<file path="src/rtl/summation_sequencer.sv">
// Request sequencer around the iterative summation core: buffers N requests,
// restarts the core for each one, captures the final sum and hands {N, sum}
// downstream. N=0 and N=1 are answered locally because the core never
// terminates for them.
module summation_sequencer #(
    parameter int FIFO_DEPTH = 4,
    parameter int NW         = 4,
    parameter int SW         = 7
) (
    input  logic          clock,
    input  logic          reset,
    input  logic          in_valid,
    output logic          in_ready,
    input  logic [NW-1:0] in_n,
    output logic          core_reset,
    output logic [NW-1:0] core_n,
    input  logic [SW-1:0] core_sum,
    output logic          out_valid,
    input  logic          out_ready,
    output logic [NW-1:0] out_n,
    output logic [SW-1:0] out_sum,
    output logic          busy
);

    localparam int AW = $clog2(FIFO_DEPTH);

    localparam logic [1:0] ST_IDLE  = 2'd0;
    localparam logic [1:0] ST_ISSUE = 2'd1;
    localparam logic [1:0] ST_WAIT  = 2'd2;
    localparam logic [1:0] ST_DONE  = 2'd3;

    localparam logic [AW:0]   PTR_ONE = {{AW{1'b0}}, 1'b1};
    localparam logic [NW:0]   CNT_ONE = {{NW{1'b0}}, 1'b1};
    localparam logic [NW-1:0] N_TWO   = NW'(2);

    logic [NW-1:0] fifo_mem [FIFO_DEPTH];
    logic [AW:0]   wr_ptr;
    logic [AW:0]   rd_ptr;
    logic [1:0]    state;
    logic [NW:0]   wait_cnt;

    logic          fifo_full;
    logic          fifo_empty;
    logic          push;
    logic          pop;
    logic [NW-1:0] head;
    logic          head_short;
    logic          capture;

    // Extra pointer bit distinguishes full from empty when the indices match.
    assign fifo_empty = (wr_ptr == rd_ptr);
    assign fifo_full  = (wr_ptr[AW] != rd_ptr[AW]) &&
                        (wr_ptr[AW-1:0] == rd_ptr[AW-1:0]);

    // Ready is forced low for as long as reset is held.
    assign in_ready   = reset & ~fifo_full;
    assign push       = in_valid & in_ready;
    assign pop        = (state == ST_IDLE) & ~fifo_empty;
    assign head       = fifo_mem[rd_ptr[AW-1:0]];
    assign head_short = (head < N_TWO);

    // Core sum is final in the cycle the counter reaches N+1.
    assign capture    = (state == ST_WAIT) &&
                        (wait_cnt == ({1'b0, core_n} + CNT_ONE));

    assign busy       = (state != ST_IDLE) | ~fifo_empty;

    // Request storage; contents need no reset since the pointers gate them.
    always_ff @(posedge clock) begin
        if (push) begin
            fifo_mem[wr_ptr[AW-1:0]] <= in_n;
        end
    end

    // FIFO pointers; reset flushes any queued requests.
    always_ff @(posedge clock or negedge reset) begin
        if (!reset) begin
            wr_ptr <= '0;
            rd_ptr <= '0;
        end else begin
            if (push) wr_ptr <= wr_ptr + PTR_ONE;
            if (pop)  rd_ptr <= rd_ptr + PTR_ONE;
        end
    end

    // Sequencer: pop, restart core, count to completion, capture, hand off.
    always_ff @(posedge clock or negedge reset) begin
        if (!reset) begin
            state      <= ST_IDLE;
            core_reset <= 1'b1;
            core_n     <= '0;
            wait_cnt   <= '0;
            out_valid  <= 1'b0;
            out_n      <= '0;
            out_sum    <= '0;
        end else begin
            core_reset <= 1'b0;
            case (state)
                ST_IDLE: begin
                    if (pop) begin
                        if (head_short) begin
                            out_n     <= head;
                            out_sum   <= {{(SW-NW){1'b0}}, head};
                            out_valid <= 1'b1;
                            state     <= ST_DONE;
                        end else begin
                            core_n     <= head;
                            core_reset <= 1'b1;
                            state      <= ST_ISSUE;
                        end
                    end
                end
                ST_ISSUE: begin
                    wait_cnt <= '0;
                    state    <= ST_WAIT;
                end
                ST_WAIT: begin
                    if (capture) begin
                        out_sum   <= core_sum;
                        out_n     <= core_n;
                        out_valid <= 1'b1;
                        state     <= ST_DONE;
                    end else begin
                        wait_cnt <= wait_cnt + CNT_ONE;
                    end
                end
                ST_DONE: begin
                    if (out_ready) begin
                        out_valid <= 1'b0;
                        state     <= ST_IDLE;
                    end
                end
                default: state <= ST_IDLE;
            endcase
        end
    end

endmodule

</file>
<file path="config.mk">
export PLATFORM = sky130hd
export DESIGN_NAME = summation_sequencer
export DESIGN_NICKNAME = d
export VERILOG_FILES = /design/src/rtl/summation_sequencer.sv
export SDC_FILE = /design/constraint.sdc
export NUM_CORES = 1
export LEC_CHECK = 0
export CAP_MARGIN = 20
export CORE_MARGIN = 8
export CORE_UTILIZATION = 40
export CTS_CLUSTER_DIAMETER = 50
export DETAILED_ROUTE_END_ITERATION = 12
export SYNTH_ARGS = -nofsm -noshare
export SYNTH_HDL_FRONTEND = slang
export SYNTH_SLANG_ARGS = --single-unit
</file>
<file path="constraint.sdc">
create_clock -name clock -period 3.05 [get_ports clock]
set_input_delay 0.61 -clock clock [delete_from_list [all_inputs] [get_ports clock]]
set_output_delay 0.61 -clock clock [all_outputs]
set_load 0.01 [all_outputs]
</file>
-- Yosys cells after proc, flatten, opt, wreduce, memory -nomap -nowiden
Memories as Yosys holds them, arrays and structs flattened.
Index checks and enable logic that the tools add are counted.
- add/sub/neg operators: 4
- reduce and logical (&&, ||, !) cells: 12
- multiplexer cells: 25
- magnitude comparators: 1
- bitwise operators: 7
- equal/unequal tests: 12
- operators by type and width (cell ; count):
    $mux W7 ; 3
    $pmux W7 S2 ; 1
    $mux W4 ; 3
    $ne A2 B2 Y1 const B ; 5
    $pmux W5 S2 ; 1
    $mux W1 ; 9
    $mux W2 ; 4
    $pmux W2 S4 ; 1
    $pmux W4 S2 ; 1
    $add A3 B1 Y3 const B ; 2
    $reduce_and A3 Y1 ; 2
    $reduce_bool A2 Y1 ; 3
    $add A4 B1 Y5 const B ; 1
    $add A5 B1 Y5 const B ; 1
    $eq A5 B5 Y1 ; 1
    $mux W5 ; 1
    $reduce_and A5 Y1 ; 1
    $eq A2 B2 Y1 const B ; 2
    $lt A4 B2 Y1 const B ; 1
    $reduce_and A4 Y1 ; 1
    $and A1 B1 Y1 ; 3
    $eq A3 B3 Y1 ; 1
    $not A1 Y1 ; 3
    $pmux W1 S3 ; 1
    other kinds (8) ; 9
- register bits: 30
- memories kept: 1
- bits in writable memories: 16
- input port bits: 15
- logic and storage cells: 71
- output and inout bits: 19
- memory list (memory ; words ; width ; read ports ; clocked after memory_dff ; wr ports ; RTL line ; source):
    fifo_mem ; 4 ; 4 ; 1 ; 0 ; 1 ; 36 ; logic [NW-1:0] fifo_mem [FIFO_DEPTH];

-- Depth between registers and ports, before layout
- depth after elaboration: 7
- depth in mapped cells: 7
- gate-level depth less buffers: 6

-- Worst setup path after synthesis
No wires, ideal clock.
- path type: flip-flop to flip-flop
- start point: register rd_ptr[0]
- end point: register out_n[0]
- cell stages (with the launch flop): 8
- buffers on the path: 2
- data arrival time: 2.132 ns
- data required time: 2.925 ns
- library setup time: 0.125 ns
- period minus slack after synthesis: 2.257 ns
- slack: 0.793 ns
- path through: dfrtp_1 > buf_6 > mux4_2 > or3_4 > o21ai_2 > o211ai_2 > buf_6 > mux2_4
- cells in the longest elaborated chain, start to end: 5
- elaborated cells between the ends (all ways): 11
- those cells by class: order compare (1); eq/ne (3); mux (3); bitwise (2); reduce/logical (1); memory (1)
- ends and longest elaborated chain (item ; RTL line ; source):
    start: declaration ; 38 ; logic [AW:0] rd_ptr;
    start signal: assignment ; 82 ; if (pop) rd_ptr <= rd_ptr + PTR_ONE;
    branches (longest 5 deep; another with $mem_v2 Z4 W4) ; n/a ;
    end signal: assignment ; 120 ; out_n <= core_n;
    end: declaration ; 20 ; output logic [NW-1:0] out_n,
Several ways; the timed one is not identified. The select of a mux whose other input is x is not followed.
A chain may end at the register's enable or synchronous reset.

-- Final worst setup path
- start point: input port reset
- end point: output port in_ready
- cells in the longest elaborated chain, start to end: 1
- ends and longest elaborated chain (item ; RTL line ; source):
    start: declaration ; 11 ; input logic reset,
    $and A1 B1 Y1 ; 56 ; assign in_ready = reset & ~fifo_full;
    end: declaration ; 13 ; output logic in_ready,
Every way passes these cells.

==> results.md <==
* Status: complete, no violations
* Dpl hpwl at around 3600 µm
* GR Util All Layers at a little under an eighth
* Critical path peak fanout at 6
* Sw frac at 35.6%
* Top cells by area, synth: dfrtp_1 (32%), edfxtp_1 (21%), ha_1 (6.6%)
* Post-synth cell types at 42
* H-tree Lvls at 2
* Core area at between 5000 and 6000 µm²
* CTS root buf: clkbuf_8
* CTS tree: yes
* Min cycle time layout at around 2600 ps
* Setup TNS at 0 ps
* Pre-CTS setup slack at 422 ps
* CP Class: in -> out
* Max Root-Sink Buffers at 2
* CTS Sinks at 46
* Combinational power share at 48.6%
* Sequential group share of total power at between 30 and 40%
* Main synth FF type: dfrtp_1
* Syn-to-layout area delta at 23.5%
* Number of synthesized flops with an enable pin at 16
* Ys async rst share at 65.2%
* Global-route wire length before repair at ~7700 µm
* Starting Density at 41.5%
* Via count at about 1400
* Synth Net Count at 203
* Post-DRT Antenna Nets at 0
* Average wire per standard cell at between 15 and 20 µm
* P per Cell Area at about 1100 nW/µm²
* Skew final at approximately 5.3 ps
* CP arrival at between 1500 and 2000 ps
* Slew @ Worst Pin at between 700 and 800 ps
* Reg clk slew, reported paths at roughly 80 ps
* CTS Buf Count at 5
* Sequential-to-total area share from yosys stat at 53.9%
* Post-Route WL at approximately 4700 µm
* Gate Count Post-Synth at about 180
* Internal at 2.01 mW
* Tcrit/Tclk final at 84.9%
* Largest net degree at the start of global routing at 31
* Dpl cell area at around 2700 µm²
* WP data required at about 2400 ps
* Synth top area share at 31.8%
* Postcts setup bufs at 0
* Yosys top cell by area: dfrtp_1
* Net count, final at roughly 240
* Filler instances at between 400 and 500
* Yosys warns at 0
* Min-Delay Path Class: reg -> reg
* Finished Cell Area at 2820 µm²
* Worst slew margin at 52.3%
* Leading cell types in the layout, fill and taps excluded: clkdlybuf4s50_1 (33), nand2_1 (32), dfrtp_1 (29), edfxtp_1 (16), ha_1 (12)
* Aggregate global routing overflow at 0
* Initial antenna violation count at 0
* Synthesis-stage register bit count at 46
* Avg Cell Area, Syn at 13.0 µm²
* I/O pin count at 34
* Post-layout power at a little over 3 mW
* Commonest non-fill, non-tap cell in the layout: clkdlybuf4s50_1
* Crit end category: output port
* CTS Hold Bufs at 0
* # DRC at 0
* Die area at about 8400 µm²
* Port bufs at 33
* Register Area at about 1200 µm²
* Number of global-route vias before repair at between 1500 and 2000
* Die span in y at 91.6 µm
* Final WS setup at about 460 ps
* Mapped cell area at 2280 µm²
* # resized after CTS at 0
* Final GP Congestion at 0.737
* Vias per cell at 5.04
* Clock Latency Late Sink at 300 ps
* Peak VDD IR at about 0.4 mV
* Number of DRC markers in iteration 0 at 45
* Core Rows at 27
* Endpoints failing setup at 0
* Unrepaired setup endpoints after global routing: no
* Final Hold Viols at 0
* Area of the multi-input gates at about 990 µm²
* Max-cap violations at 0
* Switching power at 1.11 mW
* Final core occ at between 50% and 60%
* Ratio of cells with drive above 1 in the final layout at around 14%
* Final Max Slew Viols at 0
* TritonRoute pass-1 iters at 4
* Die extent in x at a little over 90 µm
* Clock Power Share at between 10% and 20%
* Static Leak at 1.20 nW
* Worst setup SP type: primary input
* Antenna cells at 0
* Achievable frequency at ~0.39 GHz
==> synthesized netlist by cell type (2+ instances only) <==
cell and instances:
xor2_1 6, edfxtp_1 16, inv_1 9, nor2b_1 2, mux2_4 7, mux2i_1 6, dfrtp_1 29, nor3b_1 2
mux2_2 6, mux4_2 3, nand2_1 32, nand3_1 3, nor2_1 2, buf_6 2, a32o_1 4, xnor2_1 7
ha_1 12, and3_1 4
==> final cells by class <==
| type | count | share of cell area (%) |
|---|---|---|
| timing repair buffer | 35 | 12.2 |
| clock inverter | 3 | 2.26 |
| inverter | 9 | 1.20 |
| multi-input combinational | 117 | 35.0 |
| sequential | 46 | 43.7 |
| clock buffer | 5 | 2.44 |
| tap | 72 | 3.19 |
==> power by group through the flow <==
| stage | Combinational [mW] | Clock [mW] | Sequential [mW] |
|---|---|---|---|
| 2_1_floorplan | 1.06 | 0 | 1.07 |
| 3_3_place_gp | 1.48 | 0 | 1.08 |
| 3_5_place_dp | 1.54 | 0 | 1.10 |
| 4_1_cts | 1.54 | 0.537 | 1.08 |
| 5_1_grt | 1.67 | 0.566 | 1.11 |
| 6_report | 1.51 | 0.525 | 1.08 |
==> per-layer routing <==
metal	global-route usage, %	vias to the layer above	share of wire (%)
met5	0	-	0
met3	3.54	13	5.2
met1	13.1	697	43
li1	-	701	-
met4	5.46	0	3.0
met2	19.0	35	49
==> stage by stage <==
stage	cells	hold slack, ps
after floorplan	176	314
after global placement	279	477
after detailed placement	279	481
after CTS	287	496
after global routing	287	510
final	287	495
==> path summary, 6_finish.rpt <==
| check | slack (ps) | start | end | cells past startpoint |
|---|---|---|---|---|
| min reg2reg | 490 | wr_ptr[2]$_DFFE_PN0P_ | wr_ptr[2]$_DFFE_PN0P_ | 1 |
| max reg2reg | 470 | rd_ptr[0]$_DFFE_PN0P_ | out_sum[2]$_DFFE_PN0P_ | 5 |
| max | 460 | reset | in_ready | 3 |
| min | 490 | wr_ptr[2]$_DFFE_PN0P_ | wr_ptr[2]$_DFFE_PN0P_ | 1 |
| max in group asynchronous | 1910 | reset | core_reset$_DFF_PN1_ | 2 |
| min in group asynchronous | 810 | reset | out_sum[1]$_DFFE_PN0P_ | 2 |
==> critical path, cell delays in order <==
cell and delay, ps:
clkdlybuf4s50_1 530, o31a_1 260, clkdlybuf4s50_1 580
==> cell families after synthesis <==
logic type                 synth area share, %
muxes                                     14.3
adders and majority gates                 6.57
and+or+nand+nor                           10.6
buffers and inverters                     2.79
AOI/OAI and AO/OA                         6.85
xor gates and xnor gates                  4.98
DFF                                       53.9
==> state kept, by name (all words and copies together), names as in the netlist <==
signal	cells
out_n	4
out_sum	7
rd_ptr	3
fifo_mem	16
core_n	4
state	2
wait_cnt	5
out_valid	1
wr_ptr	3
core_reset	1
Note: power is estimated with default switching activity, not from simulation.
